## src/rtl/cpu_step_clock_ctrl.sv

```systemverilog
// Step-clock controller: turns the divided slow clocks and board buttons into single-cycle
// cpu_enable pulses with run/halt/single-step control. Optional pulse counter: STEP_COUNT_EN.
module cpu_step_clock_ctrl #(
   parameter int unsigned DEBOUNCE_CYCLES = 500000,
   parameter int unsigned COUNT_W         = 16
) (
   input  logic               clock_in_50M,
   input  logic               reset,
   input  logic               clock_1H,
   input  logic               clock_10H,
   input  logic               clock_100H,
   input  logic [1:0]         speed_sel,
   input  logic               run_btn,
   input  logic               step_btn,
   input  logic               halt_req,
   output logic               cpu_enable,
   output logic               running,
   output logic [COUNT_W-1:0] step_count
);
   localparam int unsigned DB_W     = (DEBOUNCE_CYCLES > 1) ? $clog2(DEBOUNCE_CYCLES) : 1;
   localparam int unsigned N_SLOW   = 3;
   localparam int unsigned N_BTN    = 2;
   localparam int unsigned BTN_RUN  = 0;
   localparam int unsigned BTN_STEP = 1;

   typedef enum logic [1:0] {
      S_HALT = 2'd0,
      S_RUN  = 2'd1,
      S_STEP = 2'd2
   } state_e;

   logic [N_SLOW-1:0] slow_raw;
   logic [N_SLOW-1:0] slow_s1_q, slow_s1_d, slow_s2_q, slow_s2_d, slow_s3_q, slow_s3_d;
   logic [N_SLOW-1:0] tick_q, tick_d;
   logic [N_BTN-1:0]  btn_raw, press;
   logic              sel_tick;
   state_e            state_q, state_d;
   logic              cpu_enable_q, cpu_enable_d;
   logic              running_q, running_d;

   assign slow_raw = {clock_100H, clock_10H, clock_1H};
   assign btn_raw  = {step_btn, run_btn};

   // Slow-clock synchronisers and rising-edge ticks, always active
   always_comb begin
      slow_s1_d = slow_raw;
      slow_s2_d = slow_s1_q;
      slow_s3_d = slow_s2_q;
      tick_d    = slow_s2_q & ~slow_s3_q;
   end

   // Per-button synchroniser, debouncer and press detector
   for (genvar g = 0; g < N_BTN; g++) begin : g_btn
      logic            s1_q, s1_d, s2_q, s2_d;
      logic            lvl_q, lvl_d, prev_q, prev_d;
      logic [DB_W-1:0] cnt_q, cnt_d;

      always_comb begin
         s1_d   = btn_raw[g];
         s2_d   = s1_q;
         prev_d = lvl_q;
         lvl_d  = lvl_q;
         cnt_d  = '0;
         if (s2_q != lvl_q) begin
            if (32'(cnt_q) + 32'd1 >= DEBOUNCE_CYCLES - 32'd1) begin
               lvl_d = s2_q;
            end else begin
               cnt_d = cnt_q + DB_W'(1);
            end
         end
      end

      always_ff @(posedge clock_in_50M or posedge reset) begin
         if (reset) begin
            s1_q   <= 1'b0;
            s2_q   <= 1'b0;
            lvl_q  <= 1'b0;
            prev_q <= 1'b0;
            cnt_q  <= '0;
         end else begin
            s1_q   <= s1_d;
            s2_q   <= s2_d;
            lvl_q  <= lvl_d;
            prev_q <= prev_d;
            cnt_q  <= cnt_d;
         end
      end

      assign press[g] = lvl_q & ~prev_q;
   end

   always_comb begin
      sel_tick = 1'b0;
      case (speed_sel)
         2'b00:   sel_tick = tick_q[0];
         2'b01:   sel_tick = tick_q[1];
         2'b10:   sel_tick = tick_q[2];
         default: sel_tick = 1'b0;
      endcase
   end

   // Run/halt/step FSM; a pulse right after a pulse is suppressed so RUN never doubles up
   always_comb begin
      state_d      = state_q;
      cpu_enable_d = 1'b0;
      case (state_q)
         S_HALT: begin
            if (press[BTN_RUN]) begin
               state_d = S_RUN;
            end else if (press[BTN_STEP]) begin
               state_d = S_STEP;
            end
         end
         S_RUN: begin
            if (halt_req || press[BTN_RUN]) begin
               state_d = S_HALT;
            end else if ((sel_tick || (speed_sel == 2'b11 && press[BTN_STEP])) && !cpu_enable_q) begin
               cpu_enable_d = 1'b1;
            end
         end
         S_STEP: begin
            cpu_enable_d = 1'b1;
            state_d      = S_HALT;
         end
         default: state_d = S_HALT;
      endcase
      running_d = (state_d == S_RUN);
   end

   always_ff @(posedge clock_in_50M or posedge reset) begin
      if (reset) begin
         slow_s1_q    <= '0;
         slow_s2_q    <= '0;
         slow_s3_q    <= '0;
         tick_q       <= '0;
         state_q      <= S_HALT;
         cpu_enable_q <= 1'b0;
         running_q    <= 1'b0;
      end else begin
         slow_s1_q    <= slow_s1_d;
         slow_s2_q    <= slow_s2_d;
         slow_s3_q    <= slow_s3_d;
         tick_q       <= tick_d;
         state_q      <= state_d;
         cpu_enable_q <= cpu_enable_d;
         running_q    <= running_d;
      end
   end

   assign cpu_enable = cpu_enable_q;
   assign running    = running_q;

`ifdef STEP_COUNT_EN
   logic [COUNT_W-1:0] step_count_q, step_count_d;

   // Counts in step with the enable register so both change on the same edge
   always_comb begin
      step_count_d = step_count_q + COUNT_W'(cpu_enable_d);
   end

   always_ff @(posedge clock_in_50M or posedge reset) begin
      if (reset) begin
         step_count_q <= '0;
      end else begin
         step_count_q <= step_count_d;
      end
   end

   assign step_count = step_count_q;
`else
   assign step_count = '0;
`endif

endmodule

```

## config.mk

```make
export PLATFORM = sky130hd
export DESIGN_NAME = cpu_step_clock_ctrl
export DESIGN_NICKNAME = d
export VERILOG_FILES = /design/src/rtl/cpu_step_clock_ctrl.sv
export SDC_FILE = /design/constraint.sdc
export NUM_CORES = 1
export LEC_CHECK = 0
export ABC_AREA = 1
export CAP_MARGIN = 25
export CORE_MARGIN = 8
export CORE_UTILIZATION = 35
export CTS_CLUSTER_DIAMETER = 30
export DETAILED_ROUTE_END_ITERATION = 7
export HOLD_SLACK_MARGIN = 0.05
export SYNTH_ARGS = -nofsm -noshare
export SYNTH_HDL_FRONTEND = slang
export SYNTH_SLANG_ARGS = --single-unit
```

## constraint.sdc

```tcl
create_clock -name clock_in_50M -period 2.65 [get_ports clock_in_50M]
set_input_delay 0.53 -clock clock_in_50M [delete_from_list [all_inputs] [get_ports clock_in_50M]]
set_output_delay 0.53 -clock clock_in_50M [all_outputs]
set_load 0.01 [all_outputs]
```

# Word-level counts from Yosys, hierarchy flattened
# Cells that the tools add are included.
[op_classes] n_addsub=4 order_cmp=2 n_eq_ne=8 muxes=12 bitwise=6 n_reduce_logical=9
[op_table] cell="$mux W19" n=4
[op_table] cell="$add A19 B1 Y20 const B" n=2
[op_table] cell="$ge A20 B19 Y1 const B" n=2
[op_table] cell="$add A19 B1 Y19 const B" n=2
[op_table] cell="$eq A2 B1 Y1 const B" n=3
[op_table] cell="$eq A2 B2 Y1 const B" n=3
[op_table] cell="$mux W2" n=3
[op_table] cell="$logic_not A2 Y1" n=2
[op_table] cell="$pmux W2 S2" n=1
[op_table] cell="$reduce_and A2 Y1" n=2
[op_table] cell="$and A3 B3 Y3" n=1
[op_table] cell="$not A3 Y3" n=1
[op_table] cell="$pmux W1 S3" n=1
[op_table] cell="$and A1 B1 Y1" n=2
[op_table] cell="$logic_and A1 B1 Y1" n=2
[op_table] cell="$logic_or A1 B1 Y1" n=2
[op_table] cell="$mux W1" n=2
[op_table] cell="$ne A1 B1 Y1" n=2
[op_table] cell="$not A1 Y1" n=2
[op_table] cell="$pmux W1 S2" n=1
[op_table] cell="$logic_not A1 Y1" n=1
[word_totals] register_bits=62 out_inout_bits=18 wordCells=58

# Depth between registers and ports, before layout
# Gate-level depths: netlist of the first run.
[logic_depth] ltp_word=8 ltp_mapped=15 mapped_depth_nobuf=15

# Worst setup path after synthesis of the first run
# No wires, ideal clock.
[synth_path] path_type="register to register" start="reg g_btn[0].cnt_q[1]" end="reg g_btn[0].cnt_q[10]" t_arrival_ns=1.830 slack_ns=0.702 path_stages_with_launch=14 period_less_slack_ns=1.948 cell_sequence="dfrtp_1 > ha_1 > nand2_2 > nor2_4 > nand2_2 > nor2_2 > nand3b_1 > nand2_1 > nand2_1 > nor2_2 > nand3_2 > nand4_4 > buf_12 > nor2_4"
[synth_between] elab_chain_cells=4 word_cells_on_any_way=5 classes_between="add/sub: 2; order compare: 1; mux: 2"
[synth_lines] element="start, declared" line_no="56" source="logic [DB_W-1:0] cnt_q, cnt_d;"
[synth_lines] element="start signal, assigned" line_no="85" source="cnt_q <= cnt_d;"
[synth_lines] element="$add A19 B1 Y20" line_no="65" source="if (32'(cnt_q) + 32'd1 >= DEBOUNCE_CYCLES - 32'd1) begin"
[synth_lines] element="$ge A20 B19 Y1" line_no="65"
[synth_lines] element="$mux W19 *" line_no="65"
[synth_lines] element="$mux W19 *" line_no="64" source="if (s2_q != lvl_q) begin"
[synth_lines] element="named net g_btn[0].cnt_d[10]" line_no="56"
# Mark *: on every way through the listed nets, which the timed path passes. The rest lies on a longest branch.
# A chain may end at the register's enable or synchronous reset.

# Final worst setup path of the first run
[layout_path] start="reg g_btn[1].cnt_q[0]" end="reg g_btn[1].cnt_q[4]"
[layout_between] elab_chain_cells=4 word_cells_on_any_way=5 classes_between="add/sub: 2; order compare: 1; mux: 2"
[layout_lines] element="start, declared" line_no="56"
[layout_lines] element="start signal, assigned" line_no="85"
[layout_lines] element="$add A19 B1 Y20" line_no="65"
[layout_lines] element="$ge A20 B19 Y1" line_no="65"
[layout_lines] element="$mux W19 *" line_no="65"
[layout_lines] element="$mux W19 *" line_no="64"
[layout_lines] element="named net g_btn[1].cnt_d[4]" line_no="56"
# Marks and branches as above.

==> metrics.txt, run 1 <==
# TYPE chip_impl_metric gauge
chip_impl_metric{name="yosys_warnings",unit=""} 0
chip_impl_metric{name="place.detailed.instances",unit=""} 595
chip_impl_metric{name="wl_per_cell",unit="um"} 11.0
chip_impl_metric{name="worst_path_largest_cell_delay",unit="ns"} 0.40
chip_impl_info{name="worst_path_most_repeated_cell",value="nand2_1"} 1
chip_impl_metric{name="number_of_diodes",unit=""} 0
chip_impl_metric{name="hold-path-cell-count",unit=""} 0
chip_impl_info{name="critPathKind",value="reg -> reg"} 1
chip_impl_info{name="critPathSlowestCell",value="dfrtp_1"} 1
chip_impl_metric{name="stdcell_count",unit=""} 613
chip_impl_metric{name="critical_path.max_fanout",unit=""} 19
chip_impl_metric{name="clk_path_buf_depth",unit=""} 2
chip_impl_metric{name="power_frac_comb",unit="%"} 5.8
chip_impl_metric{name="viasPerCell",unit=""} 4.35
chip_impl_metric{name="timing.clock.skew",unit="ns"} 0.00699
chip_impl_metric{name="drc",unit=""} 0
chip_impl_info{name="tritoncts",value="built"} 1
chip_impl_metric{name="maxCapViolations",unit=""} 0
chip_impl_metric{name="synth_enable_flop_cells",unit=""} 0
chip_impl_metric{name="syn-instance-count",unit=""} 452
chip_impl_metric{name="die_width",unit="um"} 117
chip_impl_metric{name="tritoncts.num_buffers",unit=""} 9
chip_impl_metric{name="power_switching",unit="uW"} 469
chip_impl_metric{name="cp_data_required_time",unit="ns"} 2.87
chip_impl_metric{name="share_clk_of_total_power",unit="%"} 43.0
chip_impl_metric{name="cts-hold-fix-buffers",unit=""} 0
chip_impl_info{name="hp-start",value="g_btn[1].s1_q$_DFF_PP0_"} 1
chip_impl_metric{name="htree_levels",unit=""} 3
chip_impl_info{name="critical_path.cell_chain",value="ha_1 > nand2_1 > nor2_1 > nand2_1 > nor2_2 > nand3b_1 > nand2_1 > nand3_2 > nor2_1 > nand2_1 > nand3_4 > nor2_1"} 1
chip_impl_metric{name="final_max_slew_viol_count",unit=""} 0
chip_impl_info{name="layout.cells.most_common_list",value="112 x nand2_1, 69 x nor2_1, 67 x inv_1"} 1
chip_impl_metric{name="yosys_register_bits",unit=""} 62
chip_impl_metric{name="fmaxAchievable",unit="GHz"} 0.449
chip_impl_metric{name="synth.yosys.seq_area_share",unit="%"} 43.7
chip_impl_info{name="synthFlopType",value="dfrtp_1"} 1
chip_impl_metric{name="finalHoldViolCount",unit=""} 0
chip_impl_metric{name="clkLatencyLatePin",unit="ns"} 0.35
chip_impl_info{name="cts_root_buf",value="clkbuf_8"} 1
chip_impl_metric{name="worst_r2r_path_depth",unit=""} 12
chip_impl_metric{name="worst_pin_slew",unit="ns"} 0.616
chip_impl_metric{name="layout-drive-gt1-share",unit="%"} 12.9
chip_impl_metric{name="grt_max_degree",unit=""} 29
chip_impl_metric{name="swShare",unit="%"} 24.4
chip_impl_metric{name="ios",unit=""} 28
chip_impl_info{name="run_status",value="completed"} 1
chip_impl_metric{name="timing.reg2reg.setup_slack",unit="ns"} 0.42
chip_impl_metric{name="fin_setup_tns",unit="ns"} 0
chip_impl_metric{name="intPower",unit="uW"} 1450
chip_impl_info{name="worstHoldPathType",value="reg -> reg"} 1
chip_impl_metric{name="globalRouteTotalUtil",unit="%"} 11.2
chip_impl_info{name="cp_top_family",value="simple AND/OR/NAND/NOR gates"} 1
chip_impl_metric{name="pwr_dens",unit="nW/um2"} 481
chip_impl_metric{name="clock_sinks",unit=""} 62
chip_impl_metric{name="rows",unit=""} 36
chip_impl_metric{name="layout.nets",unit=""} 492
chip_impl_metric{name="worst_ep_arrival_time",unit="ns"} 2.45
chip_impl_info{name="min_to",value="g_btn[1].s2_q$_DFF_PP0_"} 1
chip_impl_metric{name="detailroute.via_count",unit=""} 2664
chip_impl_info{name="worst_r2r_endpoint",value="g_btn[1].cnt_q[4]$_DFF_PP0_"} 1
chip_impl_metric{name="drt-pass1-iter-count",unit=""} 4
chip_impl_metric{name="route.final.wire_length",unit="um"} 6770
chip_impl_metric{name="path_clk_slew",unit="ns"} 0.07
chip_impl_metric{name="core_area",unit="um2"} 9820
chip_impl_metric{name="initial_utilization",unit="%"} 36.2
chip_impl_metric{name="cp_num_buf_inv",unit=""} 0
chip_impl_info{name="timing.critical_path.from_type",value="flop"} 1
chip_impl_metric{name="die_area",unit="um2"} 13600
chip_impl_metric{name="relSlewSlack",unit="%"} 58.9
chip_impl_metric{name="drt_iter0_drc",unit=""} 117
chip_impl_metric{name="power_leakage",unit="uW"} 0.00178
chip_impl_metric{name="grt_first_pass_wirelength",unit="um"} 12100
chip_impl_info{name="worst_r2r_startpoint",value="g_btn[1].cnt_q[0]$_DFF_PP0_"} 1
chip_impl_metric{name="share_of_synthesized_registers_carrying_an_async_set_or_reset",unit="%"} 100
chip_impl_info{name="rsz_0062_raised_after_global_routing",value="no"} 1
chip_impl_metric{name="dp_hpwl",unit="um"} 5130
chip_impl_metric{name="netlist-cell-type-count",unit=""} 32
chip_impl_metric{name="final.period_utilization",unit="%"} 84.0
chip_impl_metric{name="setup-violations-final",unit=""} 0
chip_impl_metric{name="netlist_area",unit="um2"} 3550
chip_impl_metric{name="fillers",unit=""} 1044
chip_impl_metric{name="die_h",unit="um"} 117
chip_impl_metric{name="syn2layout_area_growth",unit="%"} 12.4
chip_impl_metric{name="syn_area_per_cell",unit="um2"} 7.86
chip_impl_metric{name="sequential_fraction_of_design_power",unit="%"} 51.2
chip_impl_info{name="layout_commonest_cell",value="nand2_1"} 1
chip_impl_metric{name="antenna_violations_before_repair",unit=""} 0
chip_impl_metric{name="detail-route-antenna-nets",unit=""} 0
chip_impl_metric{name="vias_in_the_first_global_route",unit=""} 2681
chip_impl_info{name="timing.critical_path.to_type",value="flop"} 1
chip_impl_metric{name="vdd_drop_max",unit="mV"} 0.288
chip_impl_metric{name="grt_overflow",unit=""} 0
chip_impl_metric{name="gp_routability_congestion",unit=""} 0.853
chip_impl_metric{name="port_buffers",unit=""} 11
chip_impl_metric{name="post_layout_minimum_cycle_time",unit="ns"} 2.23
[flip-flops by register name (all words and copies together) (netlist names)]
| name | flops |
|---|---|
| cpu_enable | 1 |
| g_btn.cnt_q | 38 |
| running | 1 |
| tick_q | 3 |
| slow_s1_q | 3 |
| slow_s3_q | 3 |
| g_btn.lvl_q | 2 |
| slow_s2_q | 3 |
| state_q | 2 |
| g_btn.s2_q | 2 |
| g_btn.s1_q | 2 |
| g_btn.prev_q | 2 |
[synthesized netlist by cell type, types with 2 or more instances]
cell      instances  share of area [%]
nand2_1         112                 12
nor2_1           69                7.3
inv_1            68                7.2
dfrtp_1          62                 44
nand3_1          24                3.4
buf_4            17                3.6
nor2_4           15                4.8
nor2_2           14                2.5
nand4_1           8                1.4
ha_1              7                2.5
nand2_2           7                1.2
xor2_1            7                1.7
a21oi_1           5               0.70
nand3b_1          5                1.1
o21ai_1           5               0.70
xnor2_1           5                1.2
o21ai_0           4               0.56
nand3_2           3               0.85
nor3_1            2               0.28
[layout make-up]
class                   instances  area (um2)  share of cell area, %
multi-input cells             317        1640                   41.1
flip-flops and latches         62        1550                   38.9
inverters                      69         259                   6.49
repair buffers                 16         185                   4.64
well taps                     133         166                   4.17
clock buffers                  12         135                   3.38
clock inverters                 4        56.3                   1.41
[worst max-delay path by stage]
stage,start,end,slack (ns),cells after the start
5_1_grt,g_btn[1].cnt_q[0]$_DFF_PP0_,g_btn[1].cnt_q[6]$_DFF_PP0_,0.14,13
3_3_place_gp,g_btn[0].cnt_q[1]$_DFF_PP0_,g_btn[0].cnt_q[2]$_DFF_PP0_,0.41,13
4_1_cts,g_btn[0].cnt_q[1]$_DFF_PP0_,g_btn[0].cnt_q[6]$_DFF_PP0_,0.26,13
6_report,g_btn[1].cnt_q[0]$_DFF_PP0_,g_btn[1].cnt_q[4]$_DFF_PP0_,0.42,12
3_5_place_dp,g_btn[0].cnt_q[1]$_DFF_PP0_,g_btn[0].cnt_q[6]$_DFF_PP0_,0.30,13
2_1_floorplan,reset,cpu_enable$_DFF_PP0_,0.58,1
[metrics by stage]
step	hold WS [ns]	cell area, um2	setup slack, ns	utilization, %	total power (uW)
global placement	0.333	3760	0.410	38.3	1100
floorplan	0.331	3610	0.579	-	1090
finish	0.350	3990	0.424	40.7	1920
detailed placement	0.337	3760	0.304	38.3	1110
global route	0.362	3990	0.139	40.7	2010
CTS	0.352	3950	0.263	40.3	1950
[cell families after synthesis]
family	share of synthesized area (%)
and+or+nand+nor	36.4
buffers and inverters	11.8
DFF	43.7
AOI/OAI and AO/OA	2.64
xor gates and xnor gates	2.96
adders and majority gates	2.47
other	0.106
[timing repair]
action / 4_1_cts / 5_1_grt
gates resized for setup: 0 / 0
buffers inserted: 0 / 2
setup endpoints to repair: 0 / 1
[power by group through the flow]
stage	clock (uW)	sequential, uW	combinational (uW)
after floorplan	0	998	91.6
final	826	983	112
after CTS	857	982	107
after global routing	898	985	128
after detailed placement	0	1000	107
after global placement	0	999	105
[metal layers]
metal / GRT usage (%) / vias to the layer above / part of all wire (%)
met1: 13.4 / 1218 / 46
met2: 18.4 / 39 / 48
met3: 4.24 / 7 / 5.1
met4: 3.50 / 0 / 0.81
met5: 0 / - / 0
li1: - / 1400 / -
(Power assumes the default switching activity.)
==> run 2, diff against run 1 <==
clock period = 2.05 ns   (was 2.65 ns; I/O delays follow)
==> run 2 against run 1 <==
- the run now ends with setup timing left
- first-iteration DRC count is 34% higher
- worst setup slack worse by 0.49 ns
- wire length is 15% higher
- clock power is 30% higher
- register-to-register slack worse by 0.49 ns
- clock-buffer cell count is 3 lower
- via count is 7.2% higher
- sequential power is 29% higher
- hold slack hardly changed
- largest cell class unchanged
==> metrics.txt, run 2 (synthesis gave the netlist of run 1 again) <==
# TYPE chip_impl_metric gauge
chip_impl_metric{name="timing.reg2reg.setup_slack",unit="ns"} -0.07
chip_impl_metric{name="syn2layout_area_growth",unit="%"} 29.2
chip_impl_metric{name="grt_overflow",unit=""} 0
chip_impl_metric{name="antenna_violations_before_repair",unit=""} 0
chip_impl_metric{name="intPower",unit="uW"} 1910
chip_impl_info{name="rsz_0062_raised_after_global_routing",value="yes"} 1
chip_impl_metric{name="number_of_diodes",unit=""} 0
chip_impl_metric{name="initial_utilization",unit="%"} 36.2
chip_impl_metric{name="rows",unit=""} 36
chip_impl_metric{name="final_max_slew_viol_count",unit=""} 0
chip_impl_metric{name="htree_levels",unit=""} 3
chip_impl_metric{name="preCtsSetupSlack",unit="ns"} -0.0699
chip_impl_metric{name="cts-hold-fix-buffers",unit=""} 0
chip_impl_metric{name="maxCapViolations",unit=""} 0
chip_impl_metric{name="die_h",unit="um"} 117
chip_impl_metric{name="post_layout_minimum_cycle_time",unit="ns"} 2.12
chip_impl_metric{name="power_frac_comb",unit="%"} 8.1
chip_impl_metric{name="vdd_drop_max",unit="mV"} 0.368
chip_impl_metric{name="fillers",unit=""} 951
chip_impl_metric{name="viasPerCell",unit=""} 4.47
chip_impl_metric{name="wl_per_cell",unit="um"} 12.2
chip_impl_metric{name="grt_first_pass_wirelength",unit="um"} 12000
chip_impl_metric{name="gp_routability_congestion",unit=""} 0.862
chip_impl_metric{name="drt_iter0_drc",unit=""} 157
chip_impl_metric{name="detailroute.via_count",unit=""} 2856
chip_impl_metric{name="vias_in_the_first_global_route",unit=""} 2725
chip_impl_metric{name="pwr_dens",unit="nW/um2"} 555
chip_impl_metric{name="largest_reg_flops",unit=""} 38
chip_impl_metric{name="grt_max_degree",unit=""} 27
chip_impl_info{name="timing.critical_path.to_type",value="flop"} 1
chip_impl_metric{name="globalRouteTotalUtil",unit="%"} 10.9
chip_impl_metric{name="drc",unit=""} 0
chip_impl_metric{name="route.final.wire_length",unit="um"} 7790
chip_impl_metric{name="ios",unit=""} 28
chip_impl_metric{name="sequential_fraction_of_design_power",unit="%"} 50.0
chip_impl_metric{name="layout.nets",unit=""} 518
chip_impl_metric{name="clock_sinks",unit=""} 62
chip_impl_metric{name="clk_path_buf_depth",unit=""} 2
chip_impl_info{name="cts_root_buf",value="clkbuf_8"} 1
chip_impl_info{name="run_status",value="finished with violations"} 1
chip_impl_metric{name="timing.clock.skew",unit="ns"} 0.0103
chip_impl_metric{name="final.hold.worst_slack",unit="ns"} 0.350
chip_impl_info{name="critPathKind",value="reg -> reg"} 1
chip_impl_metric{name="die_width",unit="um"} 117
chip_impl_metric{name="fmaxAchievable",unit="GHz"} 0.472
chip_impl_info{name="tritoncts",value="built"} 1
chip_impl_metric{name="worst_ep_arrival_time",unit="ns"} 2.34
chip_impl_metric{name="report.power.total",unit="uW"} 2550
chip_impl_metric{name="power_leakage",unit="uW"} 0.00201
chip_impl_metric{name="dp_hpwl",unit="um"} 5080
chip_impl_metric{name="swShare",unit="%"} 25.2
chip_impl_metric{name="power_switching",unit="uW"} 642
chip_impl_metric{name="setup-violations-final",unit=""} 19
chip_impl_metric{name="finalHoldViolCount",unit=""} 0
chip_impl_metric{name="detail-route-antenna-nets",unit=""} 0
chip_impl_metric{name="share_clk_of_total_power",unit="%"} 41.9
chip_impl_metric{name="layout-drive-gt1-share",unit="%"} 30.0
chip_impl_metric{name="critical_path.max_fanout",unit=""} 5
chip_impl_metric{name="core_area",unit="um2"} 9820
chip_impl_metric{name="final.period_utilization",unit="%"} 103
chip_impl_info{name="layout.cells.most_common_list",value="99 x nand2_1, 67 x inv_1, 58 x dfrtp_1"} 1
chip_impl_metric{name="die_area",unit="um2"} 13600
chip_impl_metric{name="tritoncts.num_buffers",unit=""} 9
chip_impl_metric{name="setup_ws",unit="ns"} -0.0686
chip_impl_metric{name="path_clk_slew",unit="ns"} 0.07
chip_impl_info{name="layout_commonest_cell",value="nand2_1"} 1
chip_impl_metric{name="port_buffers",unit=""} 11
chip_impl_info{name="failed_checks",value="setup timing"} 1
chip_impl_info{name="timing.critical_path.from_type",value="flop"} 1
chip_impl_metric{name="clkLatencyLatePin",unit="ns"} 0.34
chip_impl_metric{name="drt-pass1-iter-count",unit=""} 4
chip_impl_info{name="top_register",value="g_btn.cnt_q"} 1
chip_impl_metric{name="fin_setup_tns",unit="ns"} -0.890
chip_impl_metric{name="cp_data_required_time",unit="ns"} 2.28
chip_impl_info{name="worstHoldPathType",value="reg -> reg"} 1
run 2: cell type report:
class | count | area [um2] | share of cell area [%]
clock inverters | 7 | 75.1 | 1.64
multi-input cells | 317 | 1940 | 42.3
well taps | 133 | 166 | 3.62
flip-flops and latches | 62 | 1560 | 33.9
inverters | 69 | 259 | 5.64
repair buffers | 42 | 469 | 10.2
clock buffers | 9 | 124 | 2.70
run 2: stage by stage:
step	utilization, %	cells	area [um2]
2_1_floorplan	-	467	3610
3_3_place_gp	39.1	601	3840
3_5_place_dp	39.1	601	3840
4_1_cts	41.5	618	4080
5_1_grt	46.8	639	4590
6_report	46.8	639	4590
run 2: final timing paths:
check | start | to | cells past startpoint
max | g_btn[1].cnt_q[1]$_DFF_PP0_ | g_btn[1].cnt_q[12]$_DFF_PP0_ | 15
min in group asynchronous | reset | g_btn[0].cnt_q[3]$_DFF_PP0_ | 2
max reg2reg | g_btn[1].cnt_q[1]$_DFF_PP0_ | g_btn[1].cnt_q[12]$_DFF_PP0_ | 15
min | slow_s1_q[2]$_DFF_PP0_ | slow_s2_q[2]$_DFF_PP0_ | 0
max in group asynchronous | reset | g_btn[0].cnt_q[2]$_DFF_PP0_ | 3
min reg2reg | slow_s1_q[2]$_DFF_PP0_ | slow_s2_q[2]$_DFF_PP0_ | 0
run 2: repair_timing:
item                                   in CTS  in global routing
setup endpoints to repair                  21                 39
buffers inserted                            1                 17
gates cloned                                0                  4
pin swaps                                   1                 20
endpoints found under the hold margin       0                  0
gates resized for setup                     4                 84
run 2: worst max-delay path: stages (launching register included):
cell       delay, ns
dfrtp_2         0.41
ha_4            0.18
nand2_4         0.06
nor2_4          0.17
nand2_4         0.09
nor2_4          0.15
nand2_2         0.07
nand2_2         0.09
nand2_1         0.08
nand2_1         0.07
nand2_1         0.08
nor2_2          0.16
nor2_4          0.07
nand3_4         0.11
clkbuf_16       0.18
nor2_2          0.04
run 2: routing by layer:
metal | wire length [um] | vias to the layer above | global-route usage [%]
met5 | 0 | - | 0
met4 | 146 | 0 | 2.82
met3 | 319 | 15 | 3.46
met2 | 4060 | 52 | 18.7
met1 | 3260 | 1351 | 13.0
li1 | - | 1438 | -
run 2: power groups by stage:
stage	clock network (uW)	logic [uW]	registers, uW
6_report	1070	206	1270
2_1_floorplan	0	118	1290
3_3_place_gp	0	154	1290
4_1_cts	1100	163	1270
5_1_grt	1160	228	1280
3_5_place_dp	0	158	1290
==> run 3, diff against run 2 <==
CORE_MARGIN = 3   (was 8)
==> run 3 against run 2 <==
- largest power group unchanged
- global-route usage grew 1.6 points
- clock-buffer cell count grew 3
- critical endpoint is now g_btn[1].cnt_q[3]$_DFF_PP0_
- the flow still finishes with violations (setup timing)
- critical path type unchanged
- die area shrank 16%
==> metrics.txt, run 3 (synthesis gave the netlist of run 1 again) <==
# TYPE chip_impl_metric gauge
chip_impl_metric{name="drt_iter0_drc",unit=""} 114
chip_impl_info{name="rsz_0062_raised_after_global_routing",value="yes"} 1
chip_impl_info{name="cts_root_buf",value="clkbuf_8"} 1
chip_impl_metric{name="swShare",unit="%"} 22.8
chip_impl_metric{name="layout-drive-gt1-share",unit="%"} 26.6
chip_impl_metric{name="cp_data_required_time",unit="ns"} 2.31
chip_impl_metric{name="globalRouteTotalUtil",unit="%"} 12.5
chip_impl_metric{name="critical_path.max_fanout",unit=""} 4
chip_impl_metric{name="finalCoreUtilization",unit="%"} 45.7
chip_impl_metric{name="die_width",unit="um"} 107
chip_impl_metric{name="number_of_diodes",unit=""} 0
chip_impl_info{name="grt-busiest-layer",value="met2"} 1
chip_impl_info{name="worstHoldPathType",value="reg -> reg"} 1
chip_impl_metric{name="die_area",unit="um2"} 11400
chip_impl_metric{name="largest_reg_flops",unit=""} 38
chip_impl_metric{name="dp_hpwl",unit="um"} 4830
chip_impl_metric{name="gp_routability_congestion",unit=""} 0.864
chip_impl_metric{name="power_frac_comb",unit="%"} 7.6
chip_impl_info{name="timing.critical_path.from_type",value="flop"} 1
chip_impl_metric{name="report.power.total",unit="uW"} 2580
chip_impl_metric{name="core_area",unit="um2"} 9820
chip_impl_metric{name="clock_sinks",unit=""} 62
chip_impl_metric{name="drt-pass1-iter-count",unit=""} 4
chip_impl_metric{name="final.period_utilization",unit="%"} 102
chip_impl_metric{name="die_h",unit="um"} 107
chip_impl_metric{name="setup-violations-final",unit=""} 18
chip_impl_metric{name="tritoncts.num_buffers",unit=""} 9
chip_impl_metric{name="port_buffers",unit=""} 11
chip_impl_metric{name="ios",unit=""} 28
chip_impl_info{name="failed_checks",value="setup timing"} 1
chip_impl_metric{name="final_max_slew_viol_count",unit=""} 0
chip_impl_metric{name="power_leakage",unit="uW"} 0.00199
chip_impl_metric{name="antenna_violations_before_repair",unit=""} 0
chip_impl_metric{name="finalHoldViolCount",unit=""} 0
chip_impl_metric{name="clk_path_buf_depth",unit=""} 2
chip_impl_metric{name="post_dp_cell_area",unit="um2"} 3840
chip_impl_metric{name="sequential_fraction_of_design_power",unit="%"} 49.3
chip_impl_metric{name="detailroute.via_count",unit=""} 2842
chip_impl_metric{name="worst_ep_arrival_time",unit="ns"} 2.35
chip_impl_metric{name="rows",unit=""} 36
chip_impl_metric{name="grt_first_pass_wirelength",unit="um"} 11700
chip_impl_info{name="critPathKind",value="reg -> reg"} 1
chip_impl_metric{name="share_clk_of_total_power",unit="%"} 43.1
chip_impl_metric{name="grt_max_degree",unit=""} 28
chip_impl_metric{name="drc",unit=""} 0
chip_impl_metric{name="intPower",unit="uW"} 1990
chip_impl_metric{name="htree_levels",unit=""} 3
chip_impl_metric{name="vias_in_the_first_global_route",unit=""} 2705
chip_impl_metric{name="fmaxAchievable",unit="GHz"} 0.478
chip_impl_metric{name="timing.clock.skew",unit="ns"} 0.00982
chip_impl_metric{name="route.final.wire_length",unit="um"} 7290
chip_impl_metric{name="setup_ws",unit="ns"} -0.0409
chip_impl_metric{name="post_layout_minimum_cycle_time",unit="ns"} 2.09
chip_impl_metric{name="met2_usage_grt",unit="%"} 21.1
chip_impl_metric{name="wl_per_cell",unit="um"} 11.5
chip_impl_metric{name="maxCapViolations",unit=""} 0
chip_impl_metric{name="clkLatencyLatePin",unit="ns"} 0.33
chip_impl_metric{name="postLayoutCellArea",unit="um2"} 4490
chip_impl_metric{name="initial_utilization",unit="%"} 36.2
chip_impl_info{name="top_register",value="g_btn.cnt_q"} 1
chip_impl_metric{name="grt_overflow",unit=""} 0
chip_impl_metric{name="grtUsageMet1",unit="%"} 15.7
chip_impl_info{name="timing.critical_path.to_type",value="flop"} 1
chip_impl_metric{name="global_route.usage.met3",unit="%"} 3.31
chip_impl_metric{name="layout.nets",unit=""} 516
chip_impl_metric{name="vdd_drop_max",unit="mV"} 0.267
chip_impl_metric{name="power_switching",unit="uW"} 590
chip_impl_metric{name="pwr_dens",unit="nW/um2"} 576
chip_impl_metric{name="detail-route-antenna-nets",unit=""} 0
chip_impl_info{name="run_status",value="finished with violations"} 1
chip_impl_info{name="layout.cells.most_common_list",value="98 x nand2_1, 67 x inv_1, 59 x dfrtp_1"} 1
chip_impl_metric{name="syn2layout_area_growth",unit="%"} 26.4
chip_impl_metric{name="path_clk_slew",unit="ns"} 0.07
chip_impl_info{name="layout_commonest_cell",value="nand2_1"} 1
chip_impl_info{name="tritoncts",value="built"} 1
chip_impl_metric{name="viasPerCell",unit=""} 4.47
-- run 3: cell types whose count changed in the layout (fill, tap and decap cells not counted), moves of 3 or more --
cell,previous run,this run
o21ai_2,3,0
nor2_1,36,44
nor2_4,31,23
clkbuf_8,9,12
o21ai_1,3,6
-- run 3: path summary, 6_finish.rpt --
kind                                              from                          end  slack (ns)  depth (start not counted)
setup / recovery           g_btn[1].cnt_q[1]$_DFF_PP0_  g_btn[1].cnt_q[3]$_DFF_PP0_       -0.04                         14
max in group asynchronous                        reset         state_q[1]$_DFF_PP0_        1.17                          3
hold / removal                 g_btn[0].s1_q$_DFF_PP0_      g_btn[0].s2_q$_DFF_PP0_        0.34                          0
min in group asynchronous                        reset  g_btn[1].cnt_q[6]$_DFF_PP0_        0.39                          2
hold reg to reg                g_btn[0].s1_q$_DFF_PP0_      g_btn[0].s2_q$_DFF_PP0_        0.34                          0
setup reg to reg           g_btn[1].cnt_q[1]$_DFF_PP0_  g_btn[1].cnt_q[3]$_DFF_PP0_       -0.04                         14
-- run 3: cell type report --
| cell class | instances | area, um2 |
|---|---|---|
| multi-input combinational | 317 | 1840 |
| fill | 949 | 5330 |
| clock inverter | 3 | 42.5 |
| sequential | 62 | 1560 |
| tap | 133 | 166 |
| timing repair buffer | 40 | 459 |
| inverter | 69 | 259 |
| clock buffer | 12 | 165 |
-- run 3: worst max-delay path, cell delays in order, from the launching register on --
cell and delay [ns]:
dfrtp_1 0.43, ha_4 0.18, nand2_4 0.05, nor2_4 0.18, nand2_4 0.09, nor2_4 0.14, nand2_1 0.08, nand2_2 0.07
nand2_2 0.07, nand3_2 0.10, nor2_2 0.05, nor2_4 0.13, nand3_4 0.15, clkbuf_16 0.20, nor2_1 0.08
-- run 3: power by group through the flow --
stage	combinational [uW]	sequential [uW]	clock, uW
2_1_floorplan	118	1290	0
3_3_place_gp	153	1290	0
3_5_place_dp	157	1290	0
4_1_cts	169	1270	1150
5_1_grt	215	1280	1210
6_report	196	1270	1110
-- run 3: what timing repair did --
action                                  in CTS  in global routing
gates resized for setup                      1                 62
buffers inserted                             3                 14
gates cloned                                 0                  3
endpoints found under the setup margin      19                 40
hold buffers                                 0                  0
pin swaps                                    1                 23
-- run 3: metal layers --
layer | wire (um) | vias up
met5 | 0 | -
met4 | 69 | 0
met3 | 270 | 11
met2 | 3680 | 62
met1 | 3270 | 1332
li1 | - | 1437
-- run 3: metrics by stage --
step	std cells	setup WS (ns)	hold slack (ns)	TNS [ns]
after floorplan	467	0.0986	0.331	0
after global placement	601	-0.0183	0.333	-0.151
after detailed placement	601	-0.0644	0.335	-0.812
final	636	-0.0409	0.345	-0.392
after global routing	636	-0.189	0.360	-5.21
after CTS	619	0.00385	0.347	0
